### src/rtl/bcd_down_counter_pkg.sv
// Shared constants for the BCD countdown counter: FSM encodings, BCD digit
// width/limit and a digit validity helper.
package bcd_down_counter_pkg;

  localparam int         BCD_W   = 4;
  localparam logic [3:0] BCD_MAX = 4'd9;

  localparam logic [0:0] ST_IDLE = 1'b0;
  localparam logic [0:0] ST_RUN  = 1'b1;

  function automatic logic is_bcd(input logic [BCD_W-1:0] digit);
    return (digit <= BCD_MAX);
  endfunction

endpackage

### src/rtl/bcd_down_counter_if.sv
// Control/status bundle of the BCD countdown counter; master drives the
// requests, slave (the counter) returns count and status pulses.
interface bcd_down_counter_if #(
  parameter int DIGITS = 4
);

  logic                  i_load;
  logic [4*DIGITS-1:0]   i_load_val;
  logic                  i_start;
  logic                  i_stop;
  logic [4*DIGITS-1:0]   o_cnt;
  logic                  o_running;
  logic                  o_done;
  logic                  o_err;

  modport master (
    output i_load, i_load_val, i_start, i_stop,
    input  o_cnt, o_running, o_done, o_err
  );

  modport slave (
    input  i_load, i_load_val, i_start, i_stop,
    output o_cnt, o_running, o_done, o_err
  );

endinterface

### src/rtl/bcd_down_counter_digit_dec.sv
// One BCD digit of the borrow chain; also flags whether the incoming digit
// is a legal BCD value so the same cell can screen load data.
module bcd_digit_dec
  import bcd_down_counter_pkg::*;
(
  input  logic [BCD_W-1:0] i_digit,
  input  logic             i_borrow,
  output logic [BCD_W-1:0] o_digit,
  output logic             o_borrow,
  output logic             o_valid
);

  // Decrement with borrow: a zero digit under borrow wraps to 9 and keeps borrowing
  always_comb begin
    o_digit  = i_digit;
    o_borrow = 1'b0;
    if (i_borrow) begin
      if (i_digit == 4'd0) begin
        o_digit  = BCD_MAX;
        o_borrow = 1'b1;
      end else begin
        o_digit  = i_digit - 4'd1;
        o_borrow = 1'b0;
      end
    end else begin
      o_digit  = i_digit;
      o_borrow = 1'b0;
    end
  end

  assign o_valid = is_bcd(i_digit);

endmodule

### src/rtl/bcd_down_counter.sv
// Loadable multi-digit BCD countdown counter with prescaled decrement,
// one-cycle done pulse on reaching zero and error pulse on non-BCD loads.
module bcd_down_counter
  import bcd_down_counter_pkg::*;
#(
  parameter int DIGITS   = 4,
  parameter int PRESCALE = 50
) (
  input  logic               clk,
  input  logic               rst,
  bcd_down_counter_if.slave  bus
);

  localparam int CW = BCD_W * DIGITS;
  localparam int PW = (PRESCALE > 1) ? $clog2(PRESCALE) : 1;
  localparam logic [PW-1:0] PS_LAST = PW'(PRESCALE - 1);
  localparam logic [PW-1:0] PS_ONE  = PW'(1);

  logic [0:0]    r_state;
  logic [PW-1:0] r_presc;
  logic [CW-1:0] r_cnt;
  logic          r_done;
  logic          r_err;

  logic [CW-1:0] w_dec_cnt;
  logic [DIGITS:0] w_borrow;
  logic [DIGITS-1:0] w_dec_valid;
  logic [DIGITS-1:0] w_ld_valid;
  logic [DIGITS-1:0] w_ld_borrow;
  logic [CW-1:0] w_ld_pass;
  logic          w_ld_ok;
  logic          w_dec_zero;
  logic          w_unused;

  assign w_borrow[0] = 1'b1;

  genvar g;
  generate
    for (g = 0; g < DIGITS; g++) begin : g_digit
      bcd_digit_dec u_dec (
        .i_digit  (r_cnt[g*BCD_W +: BCD_W]),
        .i_borrow (w_borrow[g]),
        .o_digit  (w_dec_cnt[g*BCD_W +: BCD_W]),
        .o_borrow (w_borrow[g+1]),
        .o_valid  (w_dec_valid[g])
      );
      bcd_digit_dec u_chk (
        .i_digit  (bus.i_load_val[g*BCD_W +: BCD_W]),
        .i_borrow (1'b0),
        .o_digit  (w_ld_pass[g*BCD_W +: BCD_W]),
        .o_borrow (w_ld_borrow[g]),
        .o_valid  (w_ld_valid[g])
      );
    end
  endgenerate

  assign w_ld_ok    = &w_ld_valid;
  assign w_dec_zero = (w_dec_cnt == {CW{1'b0}});
  assign w_unused   = &{w_borrow[DIGITS], w_dec_valid, w_ld_borrow};

  // FSM, prescaler and count; priority is load > stop > start > tick
  always_ff @(posedge clk or posedge rst) begin
    if (rst) begin
      r_state <= ST_IDLE;
      r_presc <= {PW{1'b0}};
      r_cnt   <= {CW{1'b0}};
      r_done  <= 1'b0;
      r_err   <= 1'b0;
    end else begin
      r_done <= 1'b0;
      r_err  <= 1'b0;
      if (bus.i_load) begin
        if (w_ld_ok) begin
          r_cnt   <= w_ld_pass;
          r_state <= ST_IDLE;
          r_presc <= {PW{1'b0}};
        end else begin
          r_err <= 1'b1;
        end
      end else if (bus.i_stop) begin
        if (r_state == ST_RUN) begin
          r_state <= ST_IDLE;
          r_presc <= {PW{1'b0}};
        end
      end else if (bus.i_start && (r_state == ST_IDLE)) begin
        if (r_cnt != {CW{1'b0}}) begin
          r_state <= ST_RUN;
          r_presc <= {PW{1'b0}};
        end
      end else if (r_state == ST_RUN) begin
        if (r_presc == PS_LAST) begin
          r_presc <= {PW{1'b0}};
          r_cnt   <= w_dec_cnt;
          if (w_dec_zero) begin
            r_state <= ST_IDLE;
            r_done  <= 1'b1;
          end
        end else begin
          r_presc <= r_presc + PS_ONE;
        end
      end
    end
  end

  assign bus.o_cnt     = r_cnt;
  assign bus.o_running = (r_state == ST_RUN);
  assign bus.o_done    = r_done;
  assign bus.o_err     = r_err;

endmodule

### src/flat_wrapper.sv
// flat-port wrapper written by rule: the top's interface ports become plain ports
module bcd_down_counter_flat import bcd_down_counter_pkg::*;
#(
  parameter int DIGITS   = 4,
  parameter int PRESCALE = 50
)
  (clk, rst, bus_i_load, bus_i_load_val, bus_i_start, bus_i_stop, bus_o_cnt, bus_o_running, bus_o_done, bus_o_err);
  bcd_down_counter_if #(.DIGITS(DIGITS)) bus_i ();
  input  logic clk;
  input  logic rst;
  input wire logic [$bits(bus_i.i_load)-1:0] bus_i_load;
  input wire logic [$bits(bus_i.i_load_val)-1:0] bus_i_load_val;
  input wire logic [$bits(bus_i.i_start)-1:0] bus_i_start;
  input wire logic [$bits(bus_i.i_stop)-1:0] bus_i_stop;
  output wire logic [$bits(bus_i.o_cnt)-1:0] bus_o_cnt;
  output wire logic [$bits(bus_i.o_running)-1:0] bus_o_running;
  output wire logic [$bits(bus_i.o_done)-1:0] bus_o_done;
  output wire logic [$bits(bus_i.o_err)-1:0] bus_o_err;
  assign bus_i.i_load = bus_i_load;
  assign bus_i.i_load_val = bus_i_load_val;
  assign bus_i.i_start = bus_i_start;
  assign bus_i.i_stop = bus_i_stop;
  assign bus_o_cnt = bus_i.o_cnt;
  assign bus_o_running = bus_i.o_running;
  assign bus_o_done = bus_i.o_done;
  assign bus_o_err = bus_i.o_err;
  bcd_down_counter #(.DIGITS(DIGITS), .PRESCALE(PRESCALE)) u_core (.clk(clk), .rst(rst), .bus(bus_i));
endmodule
### config.mk
export PLATFORM = sky130hd
export DESIGN_NAME = bcd_down_counter_flat
export DESIGN_NICKNAME = d
export VERILOG_FILES = /design/src/rtl/bcd_down_counter_pkg.sv /design/src/rtl/bcd_down_counter_if.sv /design/src/rtl/bcd_down_counter_digit_dec.sv /design/src/rtl/bcd_down_counter.sv /design/src/flat_wrapper.sv
export SDC_FILE = /design/constraint.sdc
export NUM_CORES = 1
export LEC_CHECK = 0
export ABC_AREA = 0
export CAP_MARGIN = 30
export CORE_MARGIN = 2
export CORE_UTILIZATION = 42
export DETAILED_ROUTE_END_ITERATION = 6
export GPL_TIMING_DRIVEN = 0
export PLACE_DENSITY_LB_ADDON = 0.15
export SLEW_MARGIN = 20
export SYNTH_ARGS = -nofsm -noshare
export SYNTH_HDL_FRONTEND = slang
export SYNTH_SLANG_ARGS = --single-unit
### constraint.sdc
create_clock -name clk -period 3.25 [get_ports clk]
set_input_delay 0.65 -clock clk [delete_from_list [all_inputs] [get_ports clk]]
set_output_delay 0.65 -clock clk [all_outputs]
set_load 0.02 [all_outputs]
==> impl_metrics.env <==
export IMPL_synth_compound_area_share_pct=28.0
export IMPL_grt_use_total_pct=22.2
export IMPL_final_period_utilization_pct=87.0
export IMPL_hold_viol=0
export IMPL_cts_buffer_depth=2
export IMPL_min_path_type="reg -> reg"
export IMPL_power_density_nw_per_um2=413
export IMPL_rows=23
export IMPL_pin_count=40
export IMPL_fmax_mhz=354
export IMPL_synth_seq_cells=25
export IMPL_slew_violations=0
export IMPL_skew_ns=0.00369
export IMPL_ctsResizeCount=0
export IMPL_cts_tree="yes"
export IMPL_leakage_uw=0.000859
export IMPL_cp_end_kind="register"
export IMPL_drc=0
export IMPL_yosys_area_share_simple_pct=26.9
export IMPL_grt_overflow_total=0
export IMPL_cts_sinks=25
export IMPL_netlist_area_leader_share_pct=36.8
export IMPL_setup_tns_final_ns=0
export IMPL_cts_buffers=3
export IMPL_critPathMaxStageDelay_ns=0.52
export IMPL_clk_latency_ns=0.28
export IMPL_ys_types=49
export IMPL_wl_per_cell_um=16.5
export IMPL_die_area_um2=4570
export IMPL_nNetsFinal=265
export IMPL_crit_chain="clkdlybuf4s50_1 > o21ai_0 > nand4_1 > o21ai_0 > clkbuf_1 > o21ai_0 > o2bb2ai_1"
export IMPL_syn_avg_cell_area_um2=8.63
export IMPL_die_w_um=67.6
export IMPL_worst_pin_slew_ns=0.914
export IMPL_met3_usage_pct=2.33
export IMPL_ys_flop_type="dfrtp_1"
export IMPL_setup_viol=0
export IMPL_syn_nets=220
export IMPL_critPathLaunchType="input port"
export IMPL_synth_xor_area_share_pct=0.957
export IMPL_seq_area_frac_synth_pct=36.8
export IMPL_worstSetupPathType="in -> reg"
export IMPL_grt_start_max_net_pins=15
export IMPL_outcome="complete, no violations"
export IMPL_drtIter0Drc=113
export IMPL_core_um2=3940
export IMPL_die_h_um=67.6
export IMPL_place_hpwl_mm=3.46
export IMPL_cp_slowest_cell="o21ai_0"
export IMPL_grt_pass1_wl_mm=7.58
export IMPL_max_slew_margin_rel_pct=38.9
export IMPL_drive_above_1_share_pct=10.4
export IMPL_synthCells=197
export IMPL_synth_top_family_by_area="compound AO/OA/AOI/OAI gates"
export IMPL_holdWs_ns=0.507
export IMPL_root_buffer="clkbuf_8"
export IMPL_netlist_top_cells_count="dfrtp_1, o21ai_0, nor2_1, a21oi_1, nand2_1"
export IMPL_fin_crit_ns=2.83
export IMPL_critPathArrivalTime_ns=2.98
export IMPL_grt_pass1_vias=1528
export IMPL_io_buffer_count=39
export IMPL_syn_area_um2=1700
export IMPL_antenna_found_initial=0
export IMPL_synth_most_common_cell="dfrtp_1"
export IMPL_cp_max_fo=10
export IMPL_synth_largest_area_cell="dfrtp_1"
export IMPL_first_pass_iters=4
export IMPL_grt_use_met1_pct=34.3
export IMPL_async_flop_share_pct=100
export IMPL_cts_clk_slew_worst_paths_ns=0.09
export IMPL_irDropWorstVdd_mv=0.207
export IMPL_postLayoutCoreUtil_pct=56.5
export IMPL_cts_hold_buf=0
export IMPL_via_per_inst=5.98
export IMPL_num_vias=1739
export IMPL_ant_nets=0
export IMPL_busiest_layer="met1"
export IMPL_synth_area_top_cells="dfrtp_1, o21ai_0, a21oi_1"
export IMPL_synth_enable_flop_cells=0
export IMPL_start_util_pct=43.1
export IMPL_cp_data_required_time_ns=3.40
export IMPL_place_congestion=0.827
export IMPL_grt_setup_unrepaired="false"
export IMPL_syn2layout_area_growth_pct=31.0
export IMPL_h_tree_depth=1
export IMPL_gr_usage_met2_pct=32.6
export IMPL_synth_warnings=0
export IMPL_synth_mux_area_fraction_pct=0.589
export IMPL_cts_setup_buffers=0
export IMPL_wl_mm=4.79
export IMPL_crit_top_cell="o21ai_0"
export IMPL_synthAdderAreaFrac_pct=1.47
export IMPL_maxCapViolations=0
export IMPL_antenna_cells=0
==> per-stage QoR <==
step	total power (uW)	instance area, um2	worst slack [ns]	instances
2_1_floorplan	584	1700	0.818	197
3_3_place_gp	720	2150	0.217	286
3_5_place_dp	727	2180	0.196	287
4_1_cts	920	2230	0.492	291
5_1_grt	966	2230	0.246	291
6_report	920	2230	0.423	291
==> placed cells by master (no fill, tap or decap), types with 2 or more instances in the layout <==
cell / count
a21oi_1: 12
a22oi_1: 7
a31oi_1: 3
and2_1: 2
and3_1: 2
buf_6: 3
clkbuf_1: 6
clkbuf_8: 3
clkdlybuf4s50_1: 39
dfrtp_1: 25
ha_1: 2
inv_1: 6
nand2_1: 9
nand2b_1: 3
nand3_1: 6
nand4_1: 3
nand4b_1: 2
nor2_1: 13
nor2b_1: 2
nor3_1: 6
nor4_1: 6
nor4b_1: 3
o21a_1: 2
o21ai_0: 21
o21ai_1: 5
o22ai_1: 8
o2bb2ai_1: 3
o31a_2: 2
o31ai_1: 7
or2_2: 7
==> worst max-delay path: cells and delay by family <==
| family | cells | cell delay [ns] |
|---|---|---|
| AOI/OAI and AO/OA | 4 | 1.23 |
| buffers and inverters | 2 | 0.92 |
| and+or+nand+nor | 1 | 0.17 |
==> path summary, 6_finish.rpt <==
path                                     from                    to  slack, ns  depth (start not counted)
hold reg to reg             u_core.r_presc[4]     u_core.r_presc[4]       0.51                          1
setup reg to reg            u_core.r_presc[1]  u_core.bus.o_cnt[14]       0.64                          8
max in group asynchronous                 rst     u_core.r_presc[0]       2.04                          3
min in group asynchronous                 rst   u_core.bus.o_cnt[2]       0.73                          2
setup / recovery           bus_i_load_val[13]  u_core.bus.o_cnt[14]       0.42                          7
hold / removal              u_core.r_presc[4]     u_core.r_presc[4]       0.51                          1
==> final cells by class <==
cell class	count	area [um2]
fill	377	1720
multi-input combinational	155	986
sequential	25	626
timing repair buffer	40	418
buffer	11	66.3
tap	50	62.6
clock buffer	3	41.3
inverter	6	22.5
clock inverter	1	5.00
==> state kept, by name, summed over array words and instances (netlist names) <==
register              flops
u_core.bus.o_cnt         16
u_core.bus.o_done         1
u_core.bus.o_err          1
u_core.bus.o_running      1
u_core.r_presc            6
==> kinds of logic after synthesis <==
group,after synthesis
AO/OA/AOI/OAI,76
XOR/XNOR,1
adder cells (fa/ha/maj),2
buffers and inverters,17
flip-flops,25
multiplexers,1
AND/OR/NAND/NOR,75
==> power breakdown <==
part	switching (uW)	total (uW)	internal, uW
clock	108	195	86.1
combinational	172	332	160
sequential	47.2	393	346
total	327	920	592
==> per-layer routing <==
layer	part of all wire (%)	wire length, um	vias up
met4	1.0	50	0
met3	6.9	330	5
met1	49	2350	827
met5	0	0	-
met2	43	2060	61
li1	-	-	846
No activity file was read; power rests on OpenSTA's default activity.
